<file path="src/rtl/if_stage.sv">
// Instruction-fetch stage: owns the PC, drives the asynchronous instruction
// ROM and captures the returned word with its PC into the IF/ID register.
//
// Ports:
//   clk, rst         clock and synchronous active-high reset
//   stall[5:0]       controller stall vector (bit0 PC, bit1 IF, bit2 ID)
//   flush, new_pc    exception redirect; clears IF/ID
//   branch_flag_i,   taken branch/jump resolved in ID, and its target
//   branch_target_i
//   rom_ce, rom_addr ROM chip enable and byte address (both registered)
//   rom_inst         combinational ROM read data
//   id_pc, id_inst,  IF/ID register contents presented to decode
//   id_valid
module if_stage #(
    parameter int unsigned       ADDR_W   = 32,
    parameter int unsigned       DATA_W   = 32,
    parameter logic [ADDR_W-1:0] RESET_PC = '0
) (
    input  logic              clk,
    input  logic              rst,
    input  logic [5:0]        stall,
    input  logic              flush,
    input  logic [ADDR_W-1:0] new_pc,
    input  logic              branch_flag_i,
    input  logic [ADDR_W-1:0] branch_target_i,
    output logic              rom_ce,
    output logic [ADDR_W-1:0] rom_addr,
    input  logic [DATA_W-1:0] rom_inst,
    output logic [ADDR_W-1:0] id_pc,
    output logic [DATA_W-1:0] id_inst,
    output logic              id_valid
);

    logic [ADDR_W-1:0] pc;
    logic [ADDR_W-1:0] pc_next;
    logic [ADDR_W-1:0] new_pc_aligned;
    logic [ADDR_W-1:0] branch_target_aligned;

    // Higher stall bits belong to later stages; low address bits are forced to zero.
    logic unused_bits;
    assign unused_bits = ^{stall[5:3], new_pc[1:0], branch_target_i[1:0]};

    assign new_pc_aligned        = {new_pc[ADDR_W-1:2], 2'b00};
    assign branch_target_aligned = {branch_target_i[ADDR_W-1:2], 2'b00};
    assign rom_addr              = pc;

    // Next-PC selection; flush beats stall, and a stalled PC ignores the branch
    // because ID is stalled too and will present it again.
    always_comb begin
        pc_next = pc;
        if (!rom_ce) begin
            pc_next = RESET_PC;
        end else if (flush) begin
            pc_next = new_pc_aligned;
        end else if (stall[0]) begin
            pc_next = pc;
        end else if (branch_flag_i) begin
            pc_next = branch_target_aligned;
        end else begin
            pc_next = pc + ADDR_W'(4);
        end
    end

    // PC register and ROM enable.
    always_ff @(posedge clk) begin
        if (rst) begin
            rom_ce <= 1'b0;
            pc     <= RESET_PC;
        end else begin
            rom_ce <= 1'b1;
            pc     <= pc_next;
        end
    end

    // IF/ID pipeline register: flush and IF-only stalls insert a NOP bubble,
    // a stall that also covers ID holds the current contents.
    always_ff @(posedge clk) begin
        if (rst) begin
            id_pc    <= '0;
            id_inst  <= '0;
            id_valid <= 1'b0;
        end else if (flush || (stall[1] && !stall[2])) begin
            id_pc    <= '0;
            id_inst  <= '0;
            id_valid <= 1'b0;
        end else if (!stall[1]) begin
            id_pc    <= pc;
            id_inst  <= rom_inst;
            id_valid <= rom_ce;
        end
    end

endmodule

</file>
<file path="config.mk">
export PLATFORM = sky130hd
export DESIGN_NAME = if_stage
export DESIGN_NICKNAME = d
export VERILOG_FILES = /design/src/rtl/if_stage.sv
export SDC_FILE = /design/constraint.sdc
export NUM_CORES = 1
export LEC_CHECK = 0
export CAP_MARGIN = 20
export CORE_ASPECT_RATIO = 1.1
export CORE_MARGIN = 1
export CORE_UTILIZATION = 42
export CTS_CLUSTER_SIZE = 14
export DETAILED_ROUTE_END_ITERATION = 7
export GPL_TIMING_DRIVEN = 0
export PLACE_DENSITY_LB_ADDON = 0.05
export SETUP_SLACK_MARGIN = 0.2
export SLEW_MARGIN = 20
export SYNTH_ARGS = -nofsm -noshare
export SYNTH_HDL_FRONTEND = slang
export SYNTH_SLANG_ARGS = --single-unit
</file>
<file path="constraint.sdc">
create_clock -name clk -period 2.45 [get_ports clk]
set_input_delay 0.245 -clock clk [delete_from_list [all_inputs] [get_ports clk]]
set_output_delay 0.245 -clock clk [all_outputs]
set_load 0.01 [all_outputs]
</file>
==> reports/metrics.csv, run 1 <==
metric,value,unit
run_status,"finished, final reports clean",
worst_pin_slew,725.1,ps
fin_util,0.6725,
grt_antenna_before_repair,0,
cts.sinks,98,
die_w,101.9,um
synth_top_area_frac,0.4259,
synth_nets,629,
htree_levels,3,
ant_nets,0,
yosys.area_share.simple,0.1985,
internal_power,2.832,mW
nets,836,
dpl.hpwl,11.26,mm
ys_ff_latch,98,
synth-compound-area-share,0.1431,
worstPathMaxFanout,8,
yosys_warnings,0,
post-place-ws,-54.95,ps
fin_ws,272.7,ps
initial_utilization,0.4371,
avgSynthCellArea,8.826,um2
critPathArrivalTime,2450,ps
synth_top_flop_cell,dfxtp_1,
wirelength,14.99,mm
grt_first_pass_wirelength,23.13,mm
final_cell_mix,"clkdlybuf4s50_1 (196), dfxtp_1 (96), nor2_1 (87), mux2i_1 (69), nand2_1 (36)",
ys_seq_area_frac,0.4259,
synth_fa_ha_area_frac,0.002716,
critical_path_class,reg -> reg,
tritoncts,done,
switching_share,0.2386,
syn2layout_area_growth,53.86,%
path_clk_slew,60,ps
fill_cells,927,
fin_crit,2177,ps
cp-start-kind,flop,
synth_top_family_by_area,simple AND/OR/NAND/NOR gates,
clockRootBuffer,clkbuf_16,
leakage,2.690,nW
synth.area.mux_share,0.1548,
rows,39,
path_cells,ha_2 > nand3_2 > or4_4 > or4_1 > and3_1 > o22ai_2,
n_antenna_cell,0,
fmax,459.3,MHz
cellPowerDensity,524.8,nW/um2
syn_area,4607,um2
slew-limit-headroom,0.5166,
ctsLongestPathBuffers,2,
grt_max_degree,16,
drt_iter0_markers,325,
io_buffer_count,196,
cts-buffers-inserted,9,
irDropWorstVdd,0.3038,mV
maxCapViolCount,0,
drive_above_1_share,0.05722,
synth_edf_count,0,
vias_per_cell,5.440,
grt_setup_unrepaired,false,
cp.required,2720,ps
place.gp.congestion,0.8936,
track_usage,0.2617,
r2r_slack,270,ps
die-area,11390,um2
via_count,4771,
layout_commonest_cell,clkdlybuf4s50_1,
total_switching_power,0.8876,mW
p_total,3.720,mW
synthTopCellsByArea,"dfxtp_1 (43%), mux2i_1 (15%), nor2_1 (7.1%)",
finalNonFillerCells,877,
p_comb_frac,0.152,
die_h,111.8,um
ys_types,53,
clock_skew,4.450,ps
avgRoutedWirePerCell,17.09,um
fin_crit_sh,0.8887,
drtPass1Iterations,7,
end_kind,flop,
clkPwrFrac,0.396,
io_pins,204,
synthXorXnorAreaFrac,0.02281,
cpPeakStageDelay,580,ps
slew_viol_final,0,
worstSkewPairLatency,340,ps
hp-class,in -> reg,
synth_top_cell_by_area,dfxtp_1,
drc,0,
dp.cells,861,
grt_overflow,0,
power_frac_seq,0.452,
grt_pass1_vias,4691,
syn_inst,522,
cp_slowest_cell,or4_4,
dpl_cell_area,6748,um2
cts_setup_buffers,0,
core_area,10540,um2
final-setup-viol-count,0,
finalHoldViolCount,0,
fin_area,7088,um2
async_reset_ff_frac,0,
logic make-up (layout without fill, tap and decap cells):
family          after synthesis  after routing
flops                        98             98
mux                          71             71
simple gates                194            194
compound gates               99             99
buf+inv                      47            259
fa+ha+maj                     1              1
xor+xnor                     12             12
worst max-delay path, delay by kind of cell (launching register included):
| family | cells | cell delay, ps |
|---|---|---|
| AO/OA/AOI/OAI | 1 | 80 |
| adder cells (fa/ha/maj) | 1 | 230 |
| flip-flops | 1 | 400 |
| AND/OR/NAND/NOR | 4 | 1390 |
power by group through the flow:
stage	clock network (mW)	logic (mW)	registers, mW
CTS	1.50	0.565	1.68
finish	1.47	0.566	1.68
global placement	0	0.553	1.71
floorplan	0	0.233	1.72
global route	1.57	0.607	1.69
detailed placement	0	0.562	1.71
cell type report:
type | instances | area (um2) | area share
Sequential cell | 98 | 1964 | 0.2771
Clock inverter | 3 | 46.29 | 0.006531
Inverter | 7 | 26.28 | 0.003707
Clock buffer | 13 | 270.3 | 0.03813
Timing Repair Buffer | 196 | 1962 | 0.2768
Tap cell | 143 | 178.9 | 0.02524
Buffer | 40 | 215.2 | 0.03036
Multi-Input combinational cell | 377 | 2425 | 0.3421
path summary, 6_finish.rpt:
kind	from	endpoint	cells after the start
worst max-delay path	rom_addr[2]	rom_addr[28]	6
worst min-delay path	rst	rom_ce	2
worst max register to register	rom_addr[2]	rom_addr[28]	6
worst min register to register	id_pc[22]	id_pc[22]	2
cells in the mapped netlist, types with 6 or more instances:
library cell and number:
nand4_1 16, and3_1 9, xnor2_1 6, a21oi_1 13, dfxtp_1 98, nand2_1 36, nand3_1 13, inv_1 7
o21ai_0 31, o22ai_1 10, buf_1 8, clkbuf_1 20, nor2_1 87, mux2i_1 69, nor3_1 6, xor2_1 6
a22oi_1 10
sequential cells by signal (all words and copies together) (netlist names):
register  count
rom_addr     32
id_pc        32
id_valid      1
rom_ce        1
id_inst      32
stage by stage:
stage                     setup TNS [ps]  hold slack (ps)
after CTS                              0            453.9
after detailed placement          -462.2            483.6
after global placement            -182.6            472.5
after global routing                   0            494.8
final                                  0            468.1
after floorplan                        0            320.0
repair_timing:
action,4_1_cts,5_1_grt
pin swaps,0,0
hold buffers,0,0
setup endpoints to repair,1,12
resized for setup,1,6
layer usage:
metal	up-vias	share of wire	wire length, um	GRT usage
met3	34	0.078	1165	0.05148
met5	-	0	0	0
met1	2213	0.42	6231	0.3128
met4	0	0.026	391	0.1210
met2	230	0.48	7198	0.4464
li1	2294	-	-	-
Note: power is estimated with default switching activity, not from simulation.
==> run 2, diff against run 1 <==
- CORE_UTILIZATION: 42 -> 59
- DONT_BUFFER_PORTS: default -> 1
==> reports/metrics.csv, run 2 (synthesis results as in run 1) <==
metric,value,unit,change
maxCapViolCount,0,,unchanged
final_cell_mix,"dfxtp_1 (95), nor2_1 (87), mux2i_1 (69), nand2_1 (36), o21ai_0 (31)",,
grt_setup_unrepaired,true,,
ant_nets,0,,unchanged
cp-start-kind,flop,,
rows,33,,-15%
path_clk_slew,100,ps,+40 ps
hold_depth,2,,unchanged
irDropWorstVdd,0.3323,mV,+9.4%
io_pins,204,,unchanged
io_buffer_count,0,,-100%
tritoncts,done,,
nets,641,,-23%
drtPass1Iterations,6,,-1
slew-limit-headroom,0.3436,,-0.1730
cts.sinks,98,,unchanged
syn2layout_area_growth,7.469,%,
wirelength,12.87,mm,-14%
n_antenna_cell,0,,unchanged
finalHoldViolCount,0,,unchanged
cts-buffers-inserted,9,,unchanged
r2r_end,rom_addr[28],,
dpl.hpwl,9.466,mm,-16%
timing.hold.ws,2.942,ps,-465.2 ps
r2r_slack,250,ps,-20 ps
worst_pin_slew,977.1,ps,+252.0 ps
avgRoutedWirePerCell,19.99,um,+17%
cp.required,2750,ps,+30 ps
run_status,"finished, final reports clean",,
grt_pass1_vias,3837,,-18%
die-area,8166,um2,-28%
fmax,454.9,MHz,-0.96%
clock_skew,14.15,ps,+9.698 ps
fin_crit,2198,ps,+21.06 ps
core_area,7515,um2,-29%
slew_viol_final,0,,unchanged
cts_setup_buffers,0,,unchanged
end_kind,flop,,
clockRootBuffer,clkbuf_8,,
final-setup-viol-count,0,,unchanged
hold_end,rom_addr[15],,
drive_above_1_share,0.07607,,+0.01885
hp-class,in -> reg,,
vias_per_cell,6.343,,+17%
via_count,4085,,-14%
critPathArrivalTime,2500,ps,+50 ps
min_from,branch_target_i[15],,
cellPowerDensity,601.1,nW/um2,+15%
track_usage,0.3111,,+0.04940
grt_antenna_before_repair,0,,unchanged
critical_path_class,reg -> reg,,
p_total,2.976,mW,-20%
worstSkewPairLatency,370,ps,+30 ps
die_h,94.68,um,-15%
final.setup.tns,0,ps,unchanged
worstPathMaxFanout,8,,unchanged
layout_commonest_cell,dfxtp_1,,
fin_crit_sh,0.8973,,+0.008596
r2r_start,rom_addr[2],,
ctsLongestPathBuffers,2,,unchanged
drt_iter0_markers,291,,-10%
rr_worst_depth,6,,unchanged
place.gp.congestion,0.8724,,-2.4%
die_w,86.25,um,-15%
grt_first_pass_wirelength,19.44,mm,-16%
initial_utilization,0.6131,,+0.1760
htree_levels,3,,unchanged
grt_overflow,0,,unchanged
grt_max_degree,17,,+1
drc,0,,unchanged
leakage,1.904,nW,-29%
[run 2: cell count changes in the layout (fill, tap and decap cells not counted), sizes merged]
cell,previous run,this run
bufinv,1,0
inv,7,8
buf,12,13
clkinvlp,1,2
clkdlybuf4s50,196,0
clkbuf,41,38
dlygate4sd3,0,1
clkinv,1,2
[run 2: area by class of cell]
cell class / count / area [um2]
Fill cell: 687 / 2564
Multi-Input combinational cell: 377 / 2420
Sequential cell: 98 / 1971
Buffer: 40 / 214.0
Clock buffer: 11 / 141.4
Tap cell: 105 / 131.4
Clock inverter: 5 / 37.54
Inverter: 7 / 26.28
Timing Repair Buffer: 1 / 10.01
[run 2: worst max-delay path, stage by stage (launching register included)]
cell,delay (ps)
dfxtp_4,420
ha_2,230
nand3_2,140
or4_4,590
or4_1,470
and3_1,190
o22ai_2,80
[run 2: layer usage]
metal	vias up	global-route usage	wire length, um
met4	0	0.1431	422
met3	42	0.07168	1305
met5	-	0	0
li1	1898	-	-
met1	1914	0.3762	5102
met2	231	0.5245	6042
[run 2: repair_timing]
action	4_1_cts	5_1_grt
endpoints found under the setup margin	5	3
endpoints found under the hold margin	1	0
hold buffers	1	0
gates resized for setup	5	3
[run 2: how the worst max path moves through the flow]
| stage | end | slack [ps] | start |
|---|---|---|---|
| after floorplan | rom_addr[28] | 350 | rom_addr[2] |
| after global placement | rom_addr[18] | 140 | rom_addr[3] |
| after detailed placement | rom_addr[18] | 90 | rom_addr[2] |
| after CTS | rom_addr[28] | 220 | rom_addr[3] |
| after global routing | rom_addr[28] | 160 | rom_addr[3] |
| final | rom_addr[28] | 250 | rom_addr[2] |
[run 2: per-stage QoR]
| step | utilization | setup WS [ps] | area [um2] | cells |
|---|---|---|---|---|
| CTS | 0.6575 | 217.1 | 4941 | 644 |
| global placement | 0.6305 | 144.0 | 4738 | 627 |
| global route | 0.6588 | 159.9 | 4951 | 644 |
| finish | 0.6588 | 251.7 | 4951 | 644 |
| floorplan | - | 349.5 | 4607 | 522 |
| detailed placement | 0.6305 | 85.48 | 4738 | 627 |
[run 2: report_power, final]
group | leakage (nW) | switching [mW] | total [mW] | internal [mW]
logic | 1.02 | 0.176 | 0.298 | 0.122
clock network | 0.0859 | 0.572 | 0.973 | 0.401
registers | 0.798 | 0.0722 | 1.70 | 1.63
total | 1.90 | 0.821 | 2.98 | 2.16
==> run 3, diff against run 2 <==
- CORE_MARGIN: 1 -> default
- CORE_UTILIZATION: 59 -> 38
- SLEW_MARGIN: 20 -> default
==> reports/metrics.csv, run 3 (synthesis results as in run 1) <==
metric,value,unit,change
run_status,"finished, final reports clean",,
slew-limit-headroom,0.4231,,+0.07949
cellPowerDensity,668.7,nW/um2,+11%
drt_iter0_markers,231,,-21%
ant_nets,0,,unchanged
n_antenna_cell,0,,unchanged
wirelength,14.20,mm,+10%
die-area,12570,um2,+54%
worstSkewPairLatency,350,ps,-20 ps
drtPass1Iterations,5,,-1
grt_antenna_before_repair,0,,unchanged
multi_input_area,2420,um2,unchanged
final_cell_mix,"dfxtp_1 (95), nor2_1 (87), mux2i_1 (69), nand2_1 (36), o21ai_0 (31)",,
finalNonFillerCells,690,,+7.1%
htree_levels,3,,unchanged
fmax,460.2,MHz,+1.2%
cp-start-kind,flop,,
clockRootBuffer,clkbuf_16,,
fin_crit,2173,ps,-25.11 ps
layout_commonest_cell,dfxtp_1,,
final-setup-viol-count,0,,unchanged
hold_depth,2,,unchanged
rr_worst_depth,6,,unchanged
hold_end,rom_addr[15],,
grt_setup_unrepaired,true,,
drc,0,,unchanged
irDropWorstVdd,0.3897,mV,+17%
grt_first_pass_wirelength,21.54,mm,+11%
dpl_cell_area,4800,um2,+1.3%
core_area,11640,um2,+55%
r2r_end,rom_addr[28],,
end_kind,flop,,
final.setup.tns,0,ps,unchanged
initial_utilization,0.3956,,-0.2174
cp.required,2730,ps,-20 ps
maxCapViolCount,0,,unchanged
hp-class,in -> reg,,
cts_setup_buffers,0,,unchanged
track_usage,0.2265,,-0.08453
critPathArrivalTime,2450,ps,-50 ps
vias_per_cell,5.814,,-8.3%
worst_pin_slew,865.4,ps,-111.7 ps
critical_path_class,reg -> reg,,
timing.hold.ws,31.40,ps,+28.45 ps
fill_cells,1195,,+74%
die_h,117.5,um,+24%
finalHoldViolCount,0,,unchanged
grt_overflow,0,,unchanged
slew_viol_final,0,,unchanged
r2r_slack,280,ps,+30 ps
worstPathMaxFanout,8,,unchanged
fin_crit_sh,0.8870,,-0.01025
leakage,1.965,nW,+3.2%
r2r_start,rom_addr[2],,
io_pins,204,,unchanged
cts.sinks,98,,unchanged
drive_above_1_share,0.07963,,+0.003563
min_from,branch_target_i[15],,
avgRoutedWirePerCell,20.58,um,+3.0%
syn2layout_area_growth,11.30,%,
cts-buffers-inserted,9,,unchanged
die_w,107.0,um,+24%
nets,642,,+0.16%
clock_skew,7.974,ps,-6.174 ps
p_total,3.429,mW,+15%
seq_area,1971,um2,unchanged
dpl.hpwl,10.65,mm,+13%
ctsLongestPathBuffers,2,,unchanged
place.gp.congestion,0.8084,,-7.3%
fin_area,5127,um2,+3.6%
rows,41,,+24%
dp.cells,673,,+7.3%
grt_pass1_vias,3864,,+0.70%
path_clk_slew,70,ps,-30 ps
grt_max_degree,17,,unchanged
tritoncts,done,,
io_buffer_count,0,,unchanged
via_count,4012,,-1.8%
-- run 3: how the worst max path moves through the flow --
stage                start      endpoint
6_report       rom_addr[2]  rom_addr[28]
5_1_grt        rom_addr[2]  rom_addr[28]
4_1_cts        rom_addr[2]  rom_addr[28]
3_5_place_dp   rom_addr[2]  rom_addr[18]
3_3_place_gp   rom_addr[2]  rom_addr[18]
2_1_floorplan  rom_addr[2]  rom_addr[28]
-- run 3: cell type report --
class | instances | share of cell area
Tap cell | 150 | 0.03660
Sequential cell | 98 | 0.3843
Inverter | 7 | 0.005124
Clock buffer | 9 | 0.04392
Clock inverter | 7 | 0.01342
Buffer | 40 | 0.04173
Multi-Input combinational cell | 377 | 0.4719
Timing Repair Buffer | 2 | 0.002928
-- run 3: through the flow --
stage | worst slack (ps) | utilization
2_1_floorplan | 349.5 | -
3_3_place_gp | 98.68 | 0.4117
3_5_place_dp | 69.03 | 0.4122
4_1_cts | 212.3 | 0.4390
5_1_grt | 194.2 | 0.4403
6_report | 276.8 | 0.4403
-- run 3: critical path, stage by stage, from the launching register on --
cell and delay (ps):
dfxtp_4 410, ha_2 230, nand3_2 150, or4_4 590, or4_1 470, and3_1 190, o22ai_2 80
-- run 3: report_power, final --
group          internal [mW]  switching [mW]  total [mW]
Clock                  0.790           0.631        1.42
Combinational          0.122           0.181       0.303
Sequential              1.63          0.0719        1.70
-- run 3: per-layer routing --
layer  vias up  global-route usage  wire [um]
met5         -                   0          0
met2       167              0.3786       6796
li1       1914                   -          -
met1      1907              0.2759       5958
met3        24             0.04928       1086
met4         0              0.1010        360
-- run 3: what timing repair did --
action | 4_1_cts | 5_1_grt
hold buffers | 1 | 0
hold endpoints to repair | 1 | 0
setup endpoints to repair | 5 | 3
resized for setup | 3 | 5
